--- src/rtl/music_tone_gen.sv ---
// rtl/music_tone_gen.sv - multi-channel square-wave tone generator with per-note beat duration
module music_tone_gen #(
    parameter int CH       = 4,
    parameter int TICK_DIV = 100,
    parameter int BEAT_DIV = 5000000,
    parameter int DUR_W    = 8
) (
    input  logic                       clk,
    input  logic                       rst,
    input  logic                       note_valid,
    output logic                       note_ready,
    input  logic [2:0]                 note_ch,
    input  logic [4:0]                 note_code,
    input  logic [DUR_W-1:0]           note_dur,
    output logic [CH-1:0]              pwm,
    output logic [CH-1:0]              sd,
    output logic [$clog2(CH+1)-1:0]    mix,
    output logic                       busy,
    output logic                       ch_err
);
    localparam int MW = $clog2(CH + 1);
    localparam int TW = (TICK_DIV > 1) ? $clog2(TICK_DIV) : 1;
    localparam int BW = (BEAT_DIV > 1) ? $clog2(BEAT_DIV) : 1;

    typedef enum logic {IDLE, PLAY} ch_state_t;

    function automatic logic [11:0] pitch(input logic [4:0] code);
        case (code)
            5'd1:  pitch = 12'd618;  5'd2:  pitch = 12'd583;  5'd3:  pitch = 12'd550;
            5'd4:  pitch = 12'd535;  5'd5:  pitch = 12'd505;  5'd6:  pitch = 12'd476;
            5'd7:  pitch = 12'd450;  5'd8:  pitch = 12'd437;  5'd9:  pitch = 12'd412;
            5'd10: pitch = 12'd389;  5'd11: pitch = 12'd378;  5'd12: pitch = 12'd357;
            5'd13: pitch = 12'd337;  5'd14: pitch = 12'd318;  5'd15: pitch = 12'd309;
            5'd16: pitch = 12'd291;  5'd17: pitch = 12'd275;  5'd18: pitch = 12'd267;
            5'd19: pitch = 12'd252;  5'd20: pitch = 12'd238;  5'd21: pitch = 12'd225;
            5'd22: pitch = 12'd425;  5'd23: pitch = 12'd277;  5'd24: pitch = 12'd218;
            5'd25: pitch = 12'd206;  5'd26: pitch = 12'd195;  5'd27: pitch = 12'd189;
            5'd28: pitch = 12'd178;  5'd29: pitch = 12'd168;  5'd30: pitch = 12'd159;
            5'd31: pitch = 12'd618;
            default: pitch = 12'd0;
        endcase
    endfunction

    logic [TW-1:0] tick_cnt;
    logic [BW-1:0] beat_cnt;
    logic          tick, beat;
    logic          rdy_q;
    logic          accept;

    ch_state_t        state_q [CH];
    ch_state_t        state_d [CH];
    logic [11:0]      half_q  [CH];
    logic [11:0]      half_d  [CH];
    logic [11:0]      cnt_q   [CH];
    logic [11:0]      cnt_d   [CH];
    logic [DUR_W-1:0] dur_q   [CH];
    logic [DUR_W-1:0] dur_d   [CH];
    logic [CH-1:0]    pwm_q, pwm_d;
    logic [MW-1:0]    pop;

    assign tick       = (tick_cnt == TW'(TICK_DIV - 1));
    assign beat       = (beat_cnt == BW'(BEAT_DIV - 1));
    assign note_ready = rdy_q && !rst;
    assign accept     = note_valid && note_ready;
    assign pwm        = pwm_q;

    always_ff @(posedge clk) begin
        if (rst) begin
            tick_cnt <= '0;
            beat_cnt <= '0;
        end else begin
            tick_cnt <= tick ? '0 : tick_cnt + 1'b1;
            beat_cnt <= beat ? '0 : beat_cnt + 1'b1;
        end
    end

    // An accepted command overrides any tick or expiry landing on the same edge.
    always_comb begin
        pwm_d = pwm_q;
        for (int i = 0; i < CH; i++) begin
            state_d[i] = state_q[i];
            half_d[i]  = half_q[i];
            cnt_d[i]   = cnt_q[i];
            dur_d[i]   = dur_q[i];
            if (accept && note_ch == 3'(i)) begin
                cnt_d[i] = '0;
                pwm_d[i] = 1'b0;
                if (note_code == 5'd0) begin
                    state_d[i] = IDLE;
                    dur_d[i]   = '0;
                end else begin
                    state_d[i] = PLAY;
                    half_d[i]  = pitch(note_code);
                    dur_d[i]   = note_dur;
                end
            end else if (state_q[i] == PLAY) begin
                if (tick) begin
                    if (cnt_q[i] == half_q[i] - 12'd1) begin
                        cnt_d[i] = '0;
                        pwm_d[i] = !pwm_q[i];
                    end else begin
                        cnt_d[i] = cnt_q[i] + 12'd1;
                    end
                end
                if (beat && dur_q[i] != '0) begin
                    if (dur_q[i] == DUR_W'(1)) begin
                        state_d[i] = IDLE;
                        cnt_d[i]   = '0;
                        dur_d[i]   = '0;
                        pwm_d[i]   = 1'b0;
                    end else begin
                        dur_d[i] = dur_q[i] - DUR_W'(1);
                    end
                end
            end
        end
    end

    always_comb begin
        sd  = '0;
        pop = '0;
        for (int i = 0; i < CH; i++) begin
            sd[i] = (state_q[i] == PLAY);
            pop   = pop + MW'(pwm_q[i]);
        end
    end

    always_ff @(posedge clk) begin
        if (rst) begin
            rdy_q  <= 1'b0;
            pwm_q  <= '0;
            mix    <= '0;
            busy   <= 1'b0;
            ch_err <= 1'b0;
            for (int i = 0; i < CH; i++) begin
                state_q[i] <= IDLE;
                half_q[i]  <= '0;
                cnt_q[i]   <= '0;
                dur_q[i]   <= '0;
            end
        end else begin
            rdy_q  <= 1'b1;
            pwm_q  <= pwm_d;
            mix    <= pop;
            busy   <= |sd;
            ch_err <= accept && ({1'b0, note_ch} >= 4'(CH));
            for (int i = 0; i < CH; i++) begin
                state_q[i] <= state_d[i];
                half_q[i]  <= half_d[i];
                cnt_q[i]   <= cnt_d[i];
                dur_q[i]   <= dur_d[i];
            end
        end
    end
endmodule
--- config.mk ---
export PLATFORM = sky130hd
export DESIGN_NAME = music_tone_gen
export DESIGN_NICKNAME = d
export VERILOG_FILES = /design/src/rtl/music_tone_gen.sv
export SDC_FILE = /design/constraint.sdc
export NUM_CORES = 1
export LEC_CHECK = 0
export BUFFER_PORTS_ARGS = -buffer_cell sky130_fd_sc_hd__buf_2
export CAP_MARGIN = 10
export CORE_MARGIN = 3
export CORE_UTILIZATION = 55
export DETAILED_ROUTE_END_ITERATION = 16
export GPL_ROUTABILITY_DRIVEN = 0
export GPL_TIMING_DRIVEN = 0
export PLACE_DENSITY = 0.72
export SYNTH_ARGS = -nofsm -noshare
export SYNTH_HDL_FRONTEND = slang
export SYNTH_SLANG_ARGS = --single-unit
--- constraint.sdc ---
create_clock -name clk -period 6.21 [get_ports clk]
set_clock_uncertainty 0.05 [all_clocks]
set_input_delay 0.3105 -clock clk [delete_from_list [all_inputs] [get_ports clk]]
set_output_delay 0.3105 -clock clk [all_outputs]
set_load 0.005 [all_outputs]
# ---- Word level (Yosys, flattened, before mapping)
# Memories as Yosys holds them, arrays and structs flattened.
# Index checks and enable logic that the tools add are counted.
dict set report word_totals {
  ff_bits 40
  latchBits 0
  ram_bits 132
  mem_bits_ro 1280
  inputBits 19
  word_cells 195
  mem_count 8
}
# name words word_bits rd rd_clocked_by_memory_dff wr line_no
set memory_table {}
lappend memory_table {{(no name shown)} 32 10 1 0 0 28} ;# case (code)
lappend memory_table {{(no name shown)} 32 10 1 0 0 28}
lappend memory_table {{(no name shown)} 32 10 1 0 0 28}
lappend memory_table {{(no name shown)} 32 10 1 0 0 28}
lappend memory_table {cnt_q 4 12 4 0 4 54} ;# logic [11:0] cnt_q [CH];
lappend memory_table {half_q 4 12 4 0 4 52} ;# logic [11:0] half_q [CH];
lappend memory_table {{2 more memories} n/a n/a n/a n/a n/a n/a}
dict set report op_classes {
  addsub 17
  n_mul 0
  n_div 0
  order_cmp 1
  n_eq_ne 13
  shift 0
  n_mux 101
  n_bitwise 16
  n_reduce_logical 29
}
# cell n
set ops {}
lappend ops {{$mux 12} 40}
lappend ops {{$mux 8} 21}
lappend ops {{$add 12x1->12 const B} 4}
lappend ops {{$eq 12x12->1} 4}
lappend ops {{$sub 12x1->12 const B} 4}
lappend ops {{$mux 1} 40}
lappend ops {{$eq 8x1->1 const B} 4}
lappend ops {{$reduce_bool 8->1} 4}
lappend ops {{$sub 8x1->8 const B} 4}
lappend ops {{$add 23x1->23 const B} 1}
lappend ops {{$eq 23x23->1 const B} 1}
lappend ops {{$or 1x1->1} 16}
lappend ops {{$reduce_or 2->1} 6}
lappend ops {{$logic_and 1x1->1} 11}
lappend ops {{$add 7x1->7 const B} 1}
lappend ops {{$eq 7x7->1 const B} 1}
lappend ops {{$eq 3x2->1 const B} 2}
lappend ops {{$logic_not 1->1} 5}
lappend ops {{$logic_not 5->1} 1}
lappend ops {{$reduce_or 4->1} 1}
lappend ops {{$add 2x1->3} 1}
lappend ops {{$add 3x1->3} 1}
lappend ops {{$eq 3x1->1 const B} 1}
lappend ops {{$ge 3x3->1 const B} 1}
lappend ops {{2 further kinds} 2}

# ---- Longest topological paths before layout
# Gate-level depths: netlist (run 1).
# An unclocked memory read counts as a cell.
dict set report depth {
  word_depth 10
  mapped_depth 11
  mapped_depth_nobuf 9
}

# ---- Worst setup path before layout (run 1)
# Ideal clock, no wire load.
dict set report synth_path {
  path_kind {register -> register}
  from {memory half_q[2][0]}
  to {register pwm_q[2], in the netlist pwm[2]}
  setup_ns 0.122
  arrival_ns 2.346
  path_slack_ns 3.692
  stages_incl_launch_ff 12
  n_path_buf 2
  synth_period_minus_slack_ns 2.518
  path_cell_list {dfxtp_1 -> inv_1 -> ha_1 -> nor3b_1 -> nand2_1 -> o311ai_0 -> a21oi_1 -> or4_1 -> buf_2 -> buf_6 -> a21oi_2 -> a21oi_1}
}
# element line_no
set synth_rtl {}
lappend synth_rtl {{start: declaration} 52}
lappend synth_rtl {{end signal: assignment} 143} ;# pwm_q <= pwm_d;
lappend synth_rtl {{end: declaration} 58} ;# logic [CH-1:0] pwm_q, pwm_d;

==> results of run 1 <==
[state kept, by name, summed over array words and instances, names as in the netlist]
signal	flops
beat_cnt	23
cnt_q	48
mix	3
pwm	4
half_q	40
busy	1
dur_q	32
ch_err	1
tick_cnt	7
state_q	4
rdy_q	1
[cells by family after synthesis]
| group | Yosys count | synth area share, % |
|---|---|---|
| AO/OA/AOI/OAI | 278 | 17.49 |
| XOR/XNOR | 76 | 6.590 |
| adder cells (fa/ha/maj) | 30 | 3.790 |
| buffers and inverters | 131 | 5.302 |
| flip-flops | 164 | 32.50 |
| multiplexers | 18 | 2.044 |
| AND/OR/NAND/NOR | 659 | 32.28 |
[how the worst max path moves through the flow]
stage / from / end / slack (ns) / cells past startpoint
6_report: beat_cnt[16] / cnt_q[0][7] / 2.80 / 9
5_1_grt: tick_cnt[0] / cnt_q[0][11] / 2.70 / 6
4_1_cts: beat_cnt[16] / cnt_q[0][7] / 2.89 / 9
3_5_place_dp: beat_cnt[16] / cnt_q[0][7] / 2.92 / 9
3_3_place_gp: beat_cnt[16] / pwm[0] / 2.61 / 7
2_1_floorplan: half_q[2][0] / pwm[2] / 3.69 / 11
[per-layer routing]
layer,GRT usage (%),vias up,wire [µm]
li1,-,4951,-
met1,39.34,4618,12910
met2,42.44,329,12260
met3,4.786,55,1899
met4,9.192,0,650
met5,0,-,0
[worst max-delay path, cell delays in order (launching register included)]
cell and delay (ns):
dfxtp_1 0.35, or4b_1 0.56, nor4_2 0.27, nand2_1 0.34
clkbuf_1 0.39, o311ai_0 0.81, buf_2 0.27, nor2_1 0.05
a21oi_1 0.16, nor2_1 0.05
[per-stage QoR]
step	setup WS (ns)	std cells	cell area, µm²
4_1_cts	2.890	1644	11110
2_1_floorplan	3.692	1356	10100
5_1_grt	2.705	1644	11110
6_report	2.802	1644	11110
3_5_place_dp	2.915	1612	10540
3_3_place_gp	2.615	1610	10530
[cells in the final DEF, fill, tap and decap left out, types with 27 or more instances in the layout]
| master | count |
|---|---|
| xor2_1 | 38 |
| and3_1 | 27 |
| nand3_1 | 102 |
| buf_2 | 36 |
| ha_1 | 29 |
| nor3_1 | 57 |
| inv_1 | 49 |
| nor2_1 | 161 |
| dfxtp_1 | 164 |
| a21oi_1 | 80 |
| nand2_1 | 165 |
| xnor2_1 | 38 |
| a31oi_1 | 34 |
| clkbuf_1 | 56 |
| o21ai_0 | 56 |
[area by class of cell]
class / count / area, µm² / share of cell area (%)
buffer: 81 / 347.8 / 3.130
sequential: 164 / 3283 / 29.55
clock inverter: 15 / 146.4 / 1.317
inverter: 50 / 187.7 / 1.689
tap: 225 / 281.5 / 2.534
timing repair buffer: 31 / 157.7 / 1.419
multi-input combinational: 1061 / 6282 / 56.54
clock buffer: 17 / 425.4 / 3.828
[synthesized netlist by cell type, types with 5 or more instances]
master / n / area [µm²]
a211oi_1: 10 / 75.07
a32oi_1: 5 / 43.79
nor3_1: 57 / 285.3
ha_1: 29 / 362.9
and2_1: 6 / 37.54
o22ai_1: 6 / 37.54
a21boi_0: 6 / 45.04
nand4b_1: 5 / 43.79
or4_1: 8 / 60.06
buf_2: 6 / 30.03
xnor2_1: 38 / 332.8
o31a_1: 5 / 43.79
or2_2: 7 / 43.79
and3_1: 27 / 168.9
nand3b_1: 5 / 37.54
o311a_1: 5 / 50.05
clkbuf_1: 56 / 210.2
a31oi_1: 34 / 212.7
nor2b_1: 17 / 106.4
xor2_1: 38 / 332.8
nand3_1: 102 / 510.5
o211ai_1: 15 / 112.6
mux2i_1: 15 / 150.1
o31ai_1: 5 / 37.54
nand2_1: 165 / 619.3
o311ai_0: 6 / 52.55
inv_1: 49 / 183.9
nor4_1: 25 / 156.4
nor3b_1: 10 / 75.07
a21oi_1: 80 / 400.4
a211o_1: 6 / 52.55
buf_4: 5 / 37.54
dfxtp_1: 164 / 3283
nor2_1: 161 / 604.3
or3_1: 8 / 50.05
nand4_1: 24 / 150.1
nand2b_1: 5 / 31.28
buf_1: 10 / 37.54
o21ai_0: 56 / 280.3
[power groups by stage]
stage	clock network, µW	registers [µW]	logic [µW]
final	1040	1080	194
after global routing	1100	1080	213
after CTS	1050	1080	191
after detailed placement	0	1100	190
after global placement	0	1100	188
after floorplan	0	1100	127
==> flow_metrics.env, run 1 <==
export IMPL_p_sw_uw=622.0
export IMPL_min_path_cells=3
export IMPL_drc=0
export IMPL_cts_hold_buf=0
export IMPL_finalHoldWorstSlack_ns=0.09970
export IMPL_cts_sinks=164
export IMPL_fin_setup_tns_ns=0
export IMPL_n_fill_cell=1615
export IMPL_setup_viol=0
export IMPL_netlist_instances=1356
export IMPL_reg2reg_depth=9
export IMPL_grt_ovfl_total=0
export IMPL_core_area_mm2=0.01766
export IMPL_insertedDiodeCount=0
export IMPL_fp_row_count=48
export IMPL_power_internal_uw=1691
export IMPL_grt_pass1_wl_um=45180
export IMPL_cts_setup_buffers=0
export IMPL_synth_cell_types=78
export IMPL_totalWireLength_um=27710
export IMPL_layout_drive_gt1_share_pct=7.259
export IMPL_r2r_slack_ns=2.80
export IMPL_ys_ff_latch=164
export IMPL_die_width_um=141.5
export IMPL_power_leakage_uw=0.004135
export IMPL_clkPwrFrac_pct=45.1
export IMPL_switching_share_pct=26.89
export IMPL_critPathLaunchType="flop"
export IMPL_nets=1455
export IMPL_ctsRootBufferMaster="clkbuf_16"
export IMPL_hold_end="dur_q[0][6]"
export IMPL_r2r_end="cnt_q[0][7]"
export IMPL_fin_crit_ns=3.408
export IMPL_start_util_pct=57.21
export IMPL_vias=9953
export IMPL_synthArstFlopShare_pct=0
export IMPL_chipHeight_um=141.5
export IMPL_syn_avg_cell_area_um2=7.449
export IMPL_cts_htree_levels=4
export IMPL_p_comb_share_pct=8.4
export IMPL_slew_headroom_pct=20.89
export IMPL_p_per_area_mw_per_mm2=208.2
export IMPL_crit_type="flop to flop"
export IMPL_crit_path_end_kind="flop"
export IMPL_cts_made_buffers=17
export IMPL_dieArea_mm2=0.02003
export IMPL_synth_edf_count=0
export IMPL_firstDrtPassIters=9
export IMPL_synth_ff_type="dfxtp_1"
export IMPL_syn_nets=1405
export IMPL_cp_arrival_ns=3.69
export IMPL_hold_viol_final=0
export IMPL_dp_hpwl_um=20210
export IMPL_syn_cell_area_mm2=0.01010
export IMPL_pin_count=33
export IMPL_status="finished, final reports clean"
export IMPL_drt_wirelength_per_cell_um=16.86
export IMPL_drv_slew=0
export IMPL_fin_util_pct=62.93
export IMPL_antenna_found_initial=0
export IMPL_syn_to_final_growth_pct=10.01
export IMPL_rsz0062_at_grt="false"
export IMPL_initialDrtViolationCount=824
export IMPL_holdCritPathClass="input port to flop"
export IMPL_total_power_uw=2313
export IMPL_cp_required_ns=6.49
export IMPL_track_usage_pct=27.61
export IMPL_drt_vias_per_instance=6.054
export IMPL_ir_worst_vdd_v=0.0002046
export IMPL_worstMarginPinSlew_ns=1.178
export IMPL_cts_tree="built"
export IMPL_path_max_fanout=10
export IMPL_r2r_start="beat_cnt[16]"
export IMPL_grt_pass1_vias=8916
export IMPL_grt_max_degree=17
export IMPL_ant_nets=0
export IMPL_yosysSeqAreaShare_pct=32.50
export IMPL_clk_pin_slew_ns=0.07
export IMPL_drv_cap=0
export IMPL_ys_warn_count=0
export IMPL_timing_fmax_mhz=293.4
export IMPL_fin_crit_sh_pct=54.88
export IMPL_p_seq_share_pct=46.5
export IMPL_ctsResizeCount=0
export IMPL_clk_latency_ns=0.44
export IMPL_clockBufferDepth=2
export IMPL_portBuffers=29
export IMPL_hold_path_startpoint="note_dur[6]"
Power figures use the tool's default switching activity.
==> run 2: changes to the inputs <==
- ABC_AREA: unset -> 1
- clock period: 6.21 -> 3.3 ns (I/O delays scaled with it)
==> run 2 against run 1 <==
Against the previous run:
- count of clock-buffer cells in the layout grew 2
- critical path type unchanged
- highest routed layer unchanged
- critical path depth grew 5
- critical endpoint is now pwm[2]
- core utilization shrank 0.58 points
==> flow_metrics.env, run 2 <==
export IMPL_min_path_cells=3
export IMPL_cts_hold_buf=3
export IMPL_cts_tree="built"
export IMPL_reg2reg_depth=14
export IMPL_synthTopCellsByArea="dfxtp_1 (31%), nand2_1 (15%), inv_1 (6.6%), a21oi_1 (6.5%), nor2_1 (5.8%)"
export IMPL_synth_area_leader_cell="dfxtp_1"
export IMPL_largest_register_ffs=48
export IMPL_synth_edf_count=0
export IMPL_initialDrtViolationCount=848
export IMPL_layout_common_cells="nand2_1 (436), inv_1 (186), nor2_1 (164), dfxtp_1 (164), a21oi_1 (139)"
export IMPL_synth_cell_types=50
export IMPL_start_util_pct=56.47
export IMPL_ys_warn_count=0
export IMPL_drt_vias_per_instance=5.369
export IMPL_power_leakage_uw=0.005085
export IMPL_syn_to_final_growth_pct=10.41
export IMPL_ctsResizeCount=0
export IMPL_fin_crit_sh_pct=73.50
export IMPL_cp_required_ns=3.55
export IMPL_syn_avg_cell_area_um2=6.453
export IMPL_cts_sinks=164
export IMPL_cts_setup_buffers=0
export IMPL_p_per_area_mw_per_mm2=381.8
export IMPL_dieArea_mm2=0.02104
export IMPL_ir_worst_vdd_v=0.0003548
export IMPL_dp_hpwl_um=21580
export IMPL_yosysTopAreaCellShare_pct=30.87
export IMPL_cts_htree_levels=4
export IMPL_chipHeight_um=145.1
export IMPL_rsz0062_at_grt="false"
export IMPL_fp_row_count=50
export IMPL_hold_viol_final=0
export IMPL_globalRouteMet1Util_pct=37.93
export IMPL_grt_busiest_layer="met2"
export IMPL_grt_max_degree=17
export IMPL_drc=0
export IMPL_r2r_start="beat_cnt[0]"
export IMPL_drv_slew=0
export IMPL_synth_ff_type="dfxtp_1"
export IMPL_fin_cells=1975
export IMPL_cts_made_buffers=17
export IMPL_ctsRootBufferMaster="clkbuf_16"
export IMPL_grt_use_met3_pct=4.466
export IMPL_final_common_cell="nand2_1"
export IMPL_pin_count=33
export IMPL_clockBufferDepth=2
export IMPL_use_met2_pct=43.92
export IMPL_clk_pin_slew_ns=0.07
export IMPL_ys_ff_latch=164
export IMPL_layout_drive_gt1_share_pct=10.20
export IMPL_clk_latency_ns=0.43
export IMPL_firstDrtPassIters=6
export IMPL_critPathLaunchType="flop"
export IMPL_track_usage_pct=27.10
export IMPL_cpPeakStageDelay_ns=0.36
export IMPL_slew_headroom_pct=25.12
export IMPL_netlist_instances=1648
export IMPL_insertedDiodeCount=0
export IMPL_syn_cell_area_mm2=0.01063
export IMPL_worstMarginPinSlew_ns=1.111
export IMPL_drv_cap=0
export IMPL_post_place_cells=1940
export IMPL_slowest_stage="dfxtp_1"
export IMPL_fin_setup_tns_ns=0
export IMPL_crit_type="flop to flop"
export IMPL_portBuffers=32
export IMPL_hold_end="dur_q[1][0]"
export IMPL_drt_wirelength_per_cell_um=14.46
export IMPL_syn_nets=1697
export IMPL_top_regs="cnt_q (48), half_q (40), dur_q (32)"
export IMPL_antenna_found_initial=0
export IMPL_core_area_mm2=0.01883
export IMPL_hold_path_startpoint="note_dur[0]"
export IMPL_timing_fmax_mhz=412.3
export IMPL_r2r_end="pwm[2]"
export IMPL_crit_top_cell="nand2_1"
export IMPL_cp_arrival_ns=2.67
export IMPL_totalWireLength_um=28560
export IMPL_yosysSeqAreaShare_pct=30.87
export IMPL_critical_path_cell_chain="ha_1 -> nand2_1 -> inv_2 -> nand4_1 -> nor2_1 -> nand2_1 -> nor2_1 -> nand2_1 -> nand2_1 -> inv_2 -> nand2_2 -> nand2_1 -> nand2_1 -> a21oi_1"
export IMPL_grt_ovfl_total=0
export IMPL_holdCritPathClass="input port to flop"
export IMPL_synth_commonest_cells="nand2_1 (436), inv_1 (186), dfxtp_1 (164), nor2_1 (164), a21oi_1 (139)"
export IMPL_grt_pass1_wl_um=47950
export IMPL_crit_path_end_kind="flop"
export IMPL_status="finished, final reports clean"
export IMPL_synthArstFlopShare_pct=0
export IMPL_top_register="cnt_q"
export IMPL_ant_nets=0
export IMPL_setup_viol=0
export IMPL_fin_crit_ns=2.425
export IMPL_die_width_um=145.1
export IMPL_synth_most_common_cell="nand2_1"
export IMPL_vias=10600
export IMPL_r2r_slack_ns=0.87
export IMPL_n_fill_cell=1794
export IMPL_path_max_fanout=6
export IMPL_grt_pass1_vias=9718
export IMPL_nets=1751
-- run 2: power by group --
part / internal, µW / switching, µW
clock: 1150 / 882
sequential: 2000 / 20.8
combinational: 135 / 298
-- run 2: cell type report --
cell class	instances	area [µm²]	area share (%)
multi-input combinational	1229	6357	54.15
sequential	164	3283	27.96
inverter	217	814.5	6.937
clock buffer	19	442.9	3.772
tap	260	325.3	2.771
timing repair buffer	35	190.2	1.620
buffer	38	178.9	1.524
clock inverter	13	148.9	1.268
-- run 2: per-stage QoR --
stage / hold WS, ns / utilization [%] / instance area, µm² / total power, µW / setup slack (ns)
4_1_cts: 0.001291 / 62.35 / 11740 / 4500 / 0.8788
5_1_grt: 0.01714 / 62.35 / 11740 / 4639 / 0.6153
3_5_place_dp: 0.3886 / 59.05 / 11120 / 2486 / 0.8811
2_1_floorplan: 0.2272 / - / 10630 / 2361 / 1.344
3_3_place_gp: 0.3809 / 59.05 / 11120 / 2481 / 0.9484
6_report: 0.01047 / 62.35 / 11740 / 4483 / 0.8747
-- run 2: worst max-delay path by stage --
stage	cells after the start	slack, ns	startpoint	end
final	14	0.87	beat_cnt[0]	pwm[2]
after global routing	14	0.62	beat_cnt[0]	pwm[2]
after CTS	14	0.88	beat_cnt[0]	pwm[2]
after detailed placement	8	0.88	note_code[0]	half_q[1][7]
after global placement	14	0.95	beat_cnt[0]	cnt_q[2][6]
after floorplan	13	1.34	half_q[0][0]	cnt_q[0][9]
-- run 2: worst max-delay path, delay by kind of cell (launching register included) --
| kind | cells | cell delay [ns] |
|---|---|---|
| simple gates | 10 | 1.46 |
| flops | 1 | 0.36 |
| buf+inv | 2 | 0.19 |
| fa+ha+maj | 1 | 0.17 |
| compound gates | 1 | 0.06 |
-- run 2: per-layer routing --
metal	part of all wire (%)	wire (µm)
met5	0	0
met4	1.5	442
met3	5.2	1472
met2	46	13140
met1	47	13510
-- run 2: cells by family (layout without fill, tap and decap cells) --
group                      count (synthesis)  after routing  share of synthesized area (%)
AOI/OAI and AO/OA                        281            281                          14.07
xor gates and xnor gates                  67             67                          5.518
adders and majority gates                 30             30                          3.600
buffers and inverters                    255            322                          9.342
DFF                                      164            164                          30.87
and+or+nand+nor                          851            851                          36.59
==> run 3: changes to the inputs <==
- clock period: 3.3 -> 2.45 ns (I/O delays scaled with it)
==> run 3 against run 2 <==
Against the previous run:
- non-clock buffer count up 1
- maximum frequency up 8.2%
- via count up 0.28%
- register-to-register slack worse by 0.67 ns
- count of clock-buffer cells in the layout unchanged
- die area unchanged
- sequential share of layout area down 0.17 points
- setup slack worse by 0.67 ns
- combinational power up 36%
- core utilization up 0.39 points
- critical endpoint is now pwm[0]
- largest power group unchanged
==> flow_metrics.env, run 3 (synthesis gave the netlist of run 2 again) <==
export IMPL_reg2reg_depth=14
export IMPL_pin_count=33
export IMPL_hold_viol_final=0
export IMPL_grt_pass1_vias=9728
export IMPL_p_seq_share_pct=45.0
export IMPL_holdCritPathClass="input port to flop"
export IMPL_dpl_worst_slack_ns=0.04467
export IMPL_fp_row_count=50
export IMPL_n_fill_cell=1782
export IMPL_start_util_pct=56.47
export IMPL_r2r_end="pwm[0]"
export IMPL_switching_share_pct=26.89
export IMPL_core_area_mm2=0.01883
export IMPL_slew_headroom_pct=25.59
export IMPL_portBuffers=32
export IMPL_path_max_fanout=9
export IMPL_status="finished, final reports clean"
export IMPL_p_comb_share_pct=9.7
export IMPL_setup_viol=0
export IMPL_r2r_start="half_q[0][0]"
export IMPL_grt_pass1_wl_um=47990
export IMPL_fin_crit_sh_pct=91.47
export IMPL_clk_pin_slew_ns=0.07
export IMPL_critPathLaunchType="flop"
export IMPL_drc=0
export IMPL_cp_arrival_ns=2.50
export IMPL_fin_crit_ns=2.241
export IMPL_totalWireLength_um=28740
export IMPL_slowest_stage="dfxtp_1"
export IMPL_ant_nets=0
export IMPL_nets=1752
export IMPL_cp_endpoint="pwm[0]"
export IMPL_layout_drive_gt1_share_pct=10.96
export IMPL_clockBufferDepth=2
export IMPL_largest_register_ffs=48
export IMPL_syn_to_final_growth_pct=11.10
export IMPL_drt_vias_per_instance=5.381
export IMPL_fin_setup_tns_ns=0
export IMPL_layout_common_cells="nand2_1 (430), inv_1 (185), dfxtp_1 (164)"
export IMPL_postLayoutSetupSlackWorst_ns=0.2089
export IMPL_top_regs="cnt_q (48), half_q (40), dur_q (32)"
export IMPL_ir_worst_vdd_v=0.0004849
export IMPL_drt_wirelength_per_cell_um=14.54
export IMPL_cts_tree="built"
export IMPL_critical_path_cell_chain="inv_2 -> ha_2 -> inv_2 -> nor2_1 -> nand3_2 -> nor2_1 -> xor2_1 -> nand2_1 -> nor2_4 -> nand4_4 -> nand2_4 -> nand2_1 -> nand2_1 -> a21oi_2"
export IMPL_vias=10630
export IMPL_clkPwrFrac_pct=45.3
export IMPL_cts_sinks=164
export IMPL_cpPeakStageDelay_ns=0.33
export IMPL_power_leakage_uw=0.005107
export IMPL_die_width_um=145.1
export IMPL_antenna_found_initial=0
export IMPL_worstMarginPinSlew_ns=1.105
export IMPL_timing_fmax_mhz=446.2
export IMPL_crit_path_end_kind="flop"
export IMPL_cts_made_buffers=17
export IMPL_p_per_area_mw_per_mm2=512.1
export IMPL_cp_required_ns=2.71
export IMPL_crit_top_cell="nand2_1"
export IMPL_drv_slew=0
export IMPL_cts_htree_levels=4
export IMPL_final_common_cell="nand2_1"
export IMPL_crit_type="flop to flop"
export IMPL_drv_cap=0
export IMPL_grt_max_degree=17
export IMPL_dp_hpwl_um=21580
export IMPL_r2r_slack_ns=0.21
export IMPL_insertedDiodeCount=0
export IMPL_startpoint="half_q[0][0]"
export IMPL_top_register="cnt_q"
export IMPL_power_internal_uw=4423
export IMPL_dieArea_mm2=0.02104
export IMPL_p_sw_uw=1626
export IMPL_clk_latency_ns=0.44
export IMPL_grt_ovfl_total=0
export IMPL_initialDrtViolationCount=864
export IMPL_min_path_cells=3
export IMPL_chipHeight_um=145.1
export IMPL_ctsRootBufferMaster="clkbuf_16"
export IMPL_track_usage_pct=27.12
export IMPL_firstDrtPassIters=8
[run 3: changes by cell type in the layout (fill, tap and decap cells not counted), sizes merged]
cell,before,now
dlygate4sd3,3,4
[run 3: power groups by stage]
stage / clock network, µW / logic, µW / registers, µW
2_1_floorplan: 0 / 408 / 2770
3_3_place_gp: 0 / 563 / 2780
3_5_place_dp: 0 / 568 / 2780
4_1_cts: 2770 / 578 / 2720
5_1_grt: 2870 / 665 / 2720
6_report: 2740 / 588 / 2720
[run 3: routing by layer]
metal	wire [µm]	track usage, %	vias to the layer above
li1	-	-	5467
met1	13620	37.95	4827
met2	13130	43.97	301
met3	1540	4.466	38
met4	442	6.600	0
met5	0	0	-
[run 3: cell type report]
cell class                 count  area [µm²]  share of cell area, %
timing repair buffer          36       200.2                  1.695
clock inverter                13       148.9                  1.260
buffer                        38       178.9                  1.515
multi-input combinational   1229        6420                  54.34
inverter                     217       814.5                  6.895
clock buffer                  19       442.9                  3.749
tap                          260       325.3                  2.754
sequential                   164        3283                  27.79
[run 3: metrics by stage]
stage | hold slack (ns) | utilization [%] | instance area (µm²) | cells | power (µW)
after floorplan | 0.1847 | - | 10630 | 1648 | 3180
after global placement | 0.3564 | 59.05 | 11120 | 1940 | 3342
after detailed placement | 0.3618 | 59.05 | 11120 | 1940 | 3348
after CTS | 0.005069 | 62.41 | 11750 | 1976 | 6062
after global routing | 0.03901 | 62.74 | 11810 | 1976 | 6254
final | 0.003538 | 62.74 | 11810 | 1976 | 6050
[run 3: worst min path at each step]
stage                          start      to
after global routing      note_valid  ch_err
after detailed placement  note_ch[2]  ch_err
after floorplan           note_ch[2]  ch_err
final                     note_valid  ch_err
after global placement    note_ch[2]  ch_err
after CTS                 note_valid  ch_err
[run 3: timing repair]
action | in CTS | in global routing
setup buffers | 0 | 0
resized for setup | 0 | 17
hold buffers | 4 | 0
endpoints found under the hold margin | 7 | 0
endpoints found under the setup margin | 0 | 50
[run 3: critical path: cells and delay by family (launching register included)]
family | cells | cell delay [ns]
AOI/OAI and AO/OA | 1 | 0.05
xor gates and xnor gates | 1 | 0.17
adders and majority gates | 1 | 0.23
buffers and inverters | 2 | 0.15
DFF | 1 | 0.33
and+or+nand+nor | 9 | 1.14
